**src/rtl/alu_seq_core.sv**
```systemverilog
// Clocked ALU: one instruction per handshake, registered result/NZCV flags,
// iterative shift-add MUL, internal program counter.
module alu_seq_core #(
  parameter int DATA_W     = 32,
  parameter int PC_W       = 8,
  parameter int SHIFT_STEP = 4
) (
  input  logic              clk,
  input  logic              reset,
  input  logic              in_valid,
  output logic              in_ready,
  input  logic [3:0]        cond,
  input  logic [3:0]        opcode,
  input  logic              s,
  input  logic [2:0]        shift,
  input  logic [15:0]       immediate_value,
  input  logic [DATA_W-1:0] source1,
  input  logic [DATA_W-1:0] source2,
  output logic [DATA_W-1:0] result,
  output logic              out_wr,
  output logic              out_valid,
  output logic [3:0]        flags,
  output logic              busy,
  output logic [PC_W-1:0]   pc_out
);

  localparam logic [3:0] OP_ADD  = 4'd0;
  localparam logic [3:0] OP_SUB  = 4'd1;
  localparam logic [3:0] OP_MUL  = 4'd2;
  localparam logic [3:0] OP_ORR  = 4'd3;
  localparam logic [3:0] OP_AND  = 4'd4;
  localparam logic [3:0] OP_XOR  = 4'd5;
  localparam logic [3:0] OP_MOVI = 4'd6;
  localparam logic [3:0] OP_MOV  = 4'd7;
  localparam logic [3:0] OP_CMP  = 4'd8;
  localparam int         CNT_W   = $clog2(DATA_W + 1);

  typedef enum logic [0:0] {IDLE, MUL_RUN} state_t;

  state_t              state, state_nxt;
  logic                accept;
  logic [31:0]         shamt;
  logic [DATA_W-1:0]   op_b;
  logic [DATA_W:0]     add_full, sub_full;
  logic                add_v, sub_v;
  logic [3:0]          cmp_flags;
  logic                pred;
  logic [DATA_W-1:0]   alu_res;
  logic                alu_wr;
  logic [3:0]          alu_flags;
  logic                start_mul;
  logic [CNT_W-1:0]    mul_cnt;
  logic [DATA_W-1:0]   mul_acc, mul_mcand, mul_mplier, mul_step;
  logic                mul_s, mul_last;

  // flags layout {n,z,c,v}
  function automatic logic cond_true(input logic [3:0] c, input logic [3:0] f);
    logic n, z, cf, v;
    {n, z, cf, v} = f;
    case (c)
      4'd0:    return 1'b1;
      4'd1:    return z;
      4'd2:    return !z && (n == v);
      4'd3:    return n != v;
      4'd4:    return !z;
      4'd5:    return n == v;
      4'd6:    return cf && !z;
      4'd7:    return !cf || z;
      default: return 1'b0;
    endcase
  endfunction

  function automatic logic [3:0] nz_flags(input logic [DATA_W-1:0] r, input logic [3:0] f);
    return {r[DATA_W-1], r == '0, f[1], f[0]};
  endfunction

  assign accept = in_valid && in_ready;
  assign shamt  = 32'(shift) * SHIFT_STEP;
  assign op_b   = (shamt >= 32'(DATA_W)) ? '0 : (source2 >> shamt);

  // SUB as A + ~B + 1 so the carry out is directly NOT borrow
  assign add_full = {1'b0, source1} + {1'b0, op_b};
  assign sub_full = {1'b0, source1} + {1'b0, ~op_b} + {{DATA_W{1'b0}}, 1'b1};
  assign add_v = (source1[DATA_W-1] == op_b[DATA_W-1]) &&
                 (add_full[DATA_W-1] != source1[DATA_W-1]);
  assign sub_v = (source1[DATA_W-1] != op_b[DATA_W-1]) &&
                 (sub_full[DATA_W-1] != source1[DATA_W-1]);
  assign cmp_flags = {sub_full[DATA_W-1], sub_full[DATA_W-1:0] == '0,
                      sub_full[DATA_W], sub_v};
  assign pred = cond_true(cond, flags);

  always_comb begin
    alu_res   = result;
    alu_wr    = 1'b0;
    alu_flags = flags;
    start_mul = 1'b0;
    if (opcode == OP_CMP) begin
      alu_flags = cmp_flags;
      alu_res   = cond_true(cond, cmp_flags) ? DATA_W'(1) : '0;
      alu_wr    = 1'b1;
    end else if (pred) begin
      case (opcode)
        OP_ADD: begin
          alu_res = add_full[DATA_W-1:0];
          alu_wr  = 1'b1;
          if (s) alu_flags = {add_full[DATA_W-1], add_full[DATA_W-1:0] == '0,
                              add_full[DATA_W], add_v};
        end
        OP_SUB: begin
          alu_res = sub_full[DATA_W-1:0];
          alu_wr  = 1'b1;
          if (s) alu_flags = cmp_flags;
        end
        OP_MUL:  start_mul = 1'b1;
        OP_ORR:  begin alu_res = source1 | op_b;  alu_wr = 1'b1; end
        OP_AND:  begin alu_res = source1 & op_b;  alu_wr = 1'b1; end
        OP_XOR:  begin alu_res = source1 ^ op_b;  alu_wr = 1'b1; end
        OP_MOVI: begin alu_res = DATA_W'(immediate_value); alu_wr = 1'b1; end
        OP_MOV:  begin alu_res = op_b;            alu_wr = 1'b1; end
        default: ;
      endcase
      if (s && opcode >= OP_ORR && opcode <= OP_MOV) alu_flags = nz_flags(alu_res, flags);
    end
  end

  always_ff @(posedge clk) begin
    if (reset) state <= IDLE;
    else       state <= state_nxt;
  end

  assign mul_last = (state == MUL_RUN) && (mul_cnt == CNT_W'(DATA_W - 1));
  assign mul_step = mul_acc + (mul_mplier[0] ? mul_mcand : '0);

  always_comb begin
    state_nxt = state;
    busy      = 1'b0;
    in_ready  = 1'b1;
    case (state)
      IDLE:    if (accept && start_mul) state_nxt = MUL_RUN;
      MUL_RUN: begin
        busy     = 1'b1;
        in_ready = 1'b0;
        if (mul_last) state_nxt = IDLE;
      end
      default: state_nxt = IDLE;
    endcase
  end

  always_ff @(posedge clk) begin
    if (reset) begin
      result     <= '0;
      flags      <= '0;
      pc_out     <= '0;
      out_valid  <= 1'b0;
      out_wr     <= 1'b0;
      mul_cnt    <= '0;
      mul_acc    <= '0;
      mul_mcand  <= '0;
      mul_mplier <= '0;
      mul_s      <= 1'b0;
    end else begin
      out_valid <= 1'b0;
      out_wr    <= 1'b0;
      if (accept) begin
        pc_out <= pc_out + PC_W'(1);
        if (start_mul) begin
          mul_acc    <= '0;
          mul_mcand  <= source1;
          mul_mplier <= op_b;
          mul_cnt    <= '0;
          mul_s      <= s;
        end else begin
          out_valid <= 1'b1;
          out_wr    <= alu_wr;
          result    <= alu_res;
          flags     <= alu_flags;
        end
      end
      if (state == MUL_RUN) begin
        mul_acc    <= mul_step;
        mul_mcand  <= mul_mcand << 1;
        mul_mplier <= mul_mplier >> 1;
        mul_cnt    <= mul_cnt + CNT_W'(1);
        if (mul_last) begin
          out_valid <= 1'b1;
          out_wr    <= 1'b1;
          result    <= mul_step;
          if (mul_s) flags <= nz_flags(mul_step, flags);
        end
      end
    end
  end

endmodule

```
**config.mk**
```make
export PLATFORM = sky130hd
export DESIGN_NAME = alu_seq_core
export DESIGN_NICKNAME = d
export VERILOG_FILES = /design/src/rtl/alu_seq_core.sv
export SDC_FILE = /design/constraint.sdc
export NUM_CORES = 1
export LEC_CHECK = 0
export ABC_CLOCK_PERIOD_IN_PS = 23200
export BUFFER_PORTS_ARGS = -buffer_cell sky130_fd_sc_hd__buf_2
export CAP_MARGIN = 0
export CORE_MARGIN = 2
export CORE_UTILIZATION = 35
export CTS_BUF_LIST = sky130_fd_sc_hd__clkbuf_8 sky130_fd_sc_hd__clkbuf_16
export CTS_CLUSTER_DIAMETER = 150
export DETAILED_ROUTE_END_ITERATION = 6
export GPL_ROUTABILITY_DRIVEN = 0
export GPL_TIMING_DRIVEN = 0
export PLACE_DENSITY = 0.57
export SETUP_SLACK_MARGIN = 0.15
export SLEW_MARGIN = 30
export SYNTH_ARGS = -nofsm -noshare
export SYNTH_HDL_FRONTEND = slang
export SYNTH_SLANG_ARGS = --single-unit
export TNS_END_PERCENT = 100
```
**constraint.sdc**
```tcl
create_clock -name clk -period 23.2 [get_ports clk]
set_input_delay 4.64 -clock clk [delete_from_list [all_inputs] [get_ports clk]]
set_output_delay 4.64 -clock clk [all_outputs]
set_load 0.02 [all_outputs]
```
==> results.txt <==
Die footprint: 48500 sq um
IO Port Bufs: 136
Fill cells: 4815
Rows: 79
Switching Fraction: 42.0%
Fmax: 68.4 MHz
WL final: 77.7 mm
Total power: 0.000923 W
Clock Latency Late Sink: 0.44 ns
Peak VDD IR: 0.0499 mV
Detailed Routing Iterations Pass 1: 7
Pint: 0.000536 W
Final HPWL from detailed placement: 63.0 mm
Syn nets: 2485
Crit Path Max Fanout: 10
Synth-to-layout area growth: 13.3%
Crit path capture type: register
Total of max-cap violations: 0
Static Leak: 7.49 nW
Crit path arrival time: 14.97 ns
FFs w/ async S/R, synth: 0%
Clock transition at path regs: 0.07 ns
Residual DRC: 0
Gate Count Post-Synth: 2249
Post-CTS resize count: 0
Max incr delay on CP: 0.73 ns
Cell variety after synth: 91
Power per cell area: 49.7 nW/um^2
Post-synth EDFFs: 0
Drt initial violations: 3023
CTS buffer count: 17
IO Pins: 143
Grt ovf: 0
Post-CTS setup repair buffer count: 0
Initial Utilization: 35.3%
CTS Hold Bufs: 0
Crit path max-delay family: compound AO/OA/AOI/OAI gates
Worst slew margin: 31.6%
Setup tns final: 0 ns
# setup viols final: 0
Hold Crit Class: register to register
Post-layout min period: 14.62 ns
CTS root buf: clkbuf_16
Most used cell, CP: clkbuf_1
CTS tree: yes
Clock power frac: 30.6%
Max-slew violation count: 0
Dpl ws: 8.67 ns
Worst EP required: 23.54 ns
Die Y: 220 um
Seq pwr share: 28.9%
Psw: 0.000387 W
Hold Fails Final Rpt: 0
Layout cell share with drive strength beyond 1: 10.3%
Post-synthesis sequential area ratio: 18.3%
First-pass GRT wire length: 114 mm
Outcome: finished clean
Wire per inst: 25.6 um
Pin count of the biggest net entering global routing: 17
Comb pwr share: 40.5%
Syn Area/Cell: 7.28 sq um
H-tree levels: 4
Overall Global Routing Usage: 31.5%
Startpoint Class: primary input
Layout Skew: 0.00878 ns
Clock tree sinks: 150
Initial antenna violation count: 7
Tcrit/Tclk final: 63.0%
Buf/Inv on CP: 5
Fin nets: 2646
Cells on Worst Hold Path: 1
Flops & latches, synth: 150
Antenna Nets Post-Route: 0
Final setup margin: 8.58 ns
Number of global-route vias before repair: 18.1k
RSZ-0062 raised after global routing: false
Reg2reg path depth: 15
Clk buf depth: 2
Total number of vias: 19.4k
Slowest CP cell: nor4b_2
Placeable Area: 46400 sq um
Vias per inst: 6.39
Crit path depth: 32
Least-Margin Pin Slew: 1.01 ns
Die Width: 220 um
Yosys warnings: 0
Setup CP Type: primary input to register
Syn Std Cell Area: 16400 sq um
Main flop type after synthesis: dfxtp_1
[cell type report]
type                    count  area (sq um)  share of cell area (%)
plain buffers             150           574                    3.10
diodes                      4          10.0                  0.0540
multi-input cells        1830         12400                    67.1
clock inverters            15           166                   0.897
repair buffers            142           723                    3.90
flip-flops and latches    150          3000                    16.2
clock buffers              17           425                    2.29
inverters                 119           447                    2.41
well taps                 607           759                    4.09
[per-stage QoR]
stage	cell area, sq um	cells	util (%)	hold slack, ns
final	18600	3034	40.0	0.504
after global routing	18500	3032	40.0	0.528
after CTS	18500	3030	40.0	0.503
after detailed placement	17900	2998	38.7	0.488
after global placement	17800	2992	38.4	0.476
after floorplan	16400	2249	-	0.460
[worst register-to-register path, delay by kind of cell (launching register included)]
| kind | cells | cell delay [ns] |
|---|---|---|
| buffers and inverters | 2 | 0.53 |
| AO/OA/AOI/OAI | 7 | 2.33 |
| adder cells (fa/ha/maj) | 1 | 0.28 |
| AND/OR/NAND/NOR | 5 | 1.34 |
| flip-flops | 1 | 0.54 |
[cell usage after synthesis (23+ instances only)]
master	count	area, sq um
nor2_1	299	1120
nand2_1	160	601
a21oi_1	150	751
dfxtp_1	150	3000
ha_1	137	1710
clkbuf_1	124	465
o21ai_0	113	566
inv_1	110	413
nor3_1	67	335
a222oi_1	63	631
mux2i_1	57	571
nand3_1	56	280
xnor2_1	52	455
a211oi_1	40	300
and2_1	39	244
a22oi_1	36	270
nand4_1	30	188
a221oi_1	29	254
a21o_1	28	210
nor2b_1	28	175
o211ai_1	28	210
nand2b_1	25	156
nor4_1	25	156
a31oi_1	24	150
xor2_1	23	201
[kinds of logic (layout without fill, tap and decap cells)]
family / Yosys count / count (layout) / synth area share [%]
other cells: 0 / 4 / 0
mux: 74 / 74 / 4.93
xor+xnor: 75 / 75 / 4.01
fa+ha+maj: 141 / 141 / 11.0
compound gates: 725 / 725 / 31.7
buf+inv: 269 / 443 / 6.23
flops: 150 / 150 / 18.3
simple gates: 815 / 815 / 23.8
[sequential cells by signal, indices dropped and copies added (netlist names)]
signal,cells
mul_s,1
result,32
mul_mplier,32
mul_cnt,6
mul_acc,32
mul_mcand,32
out_valid,1
state,1
flags,4
pc_out,8
out_wr,1
[per-layer routing]
layer  vias to the layer above  GRT usage (%)  share of wire [%]
li1                       8779              -                  -
met3                       231           8.14                 12
met4                         6           17.4                6.2
met1                      9092           40.9                 39
met2                      1272           47.5                 42
met5                         -              0              0.050
[path summary, 6_finish.rpt]
kind | from | end | slack, ns
max reg2reg | mul_mplier[0] | flags[2] | 18.08
min | mul_cnt[3] | mul_cnt[3] | 0.50
max | shift[0] | flags[2] | 8.58
min reg2reg | mul_cnt[3] | mul_cnt[3] | 0.50
[power groups by stage]
stage	Combinational (W)	Clock, W	Sequential [W]
after floorplan	0.000224	0	0.000273
after global placement	0.000346	0	0.000272
after detailed placement	0.000351	0	0.000272
after CTS	0.000353	0.000286	0.000266
after global routing	0.000394	0.000297	0.000267
final	0.000374	0.000283	0.000267
[layout by cell type (no fill, tap or decap), types with 25 or more instances in the layout]
cell type  count
a22oi_1       36
a21o_1        28
a211oi_1      36
ha_1         137
a21oi_1      148
o21ai_0      112
nand2_1      160
nand2b_1      25
nor2_1       299
nor3_1        62
xnor2_1       52
clkbuf_1     124
a222oi_1      63
a221oi_1      28
nand4_1       30
nor2b_1       28
nand3_1       56
o211ai_1      28
inv_1        111
dfxtp_1      150
buf_2        146
mux2i_1       57
and2_1        39
(Power assumes the default switching activity.)
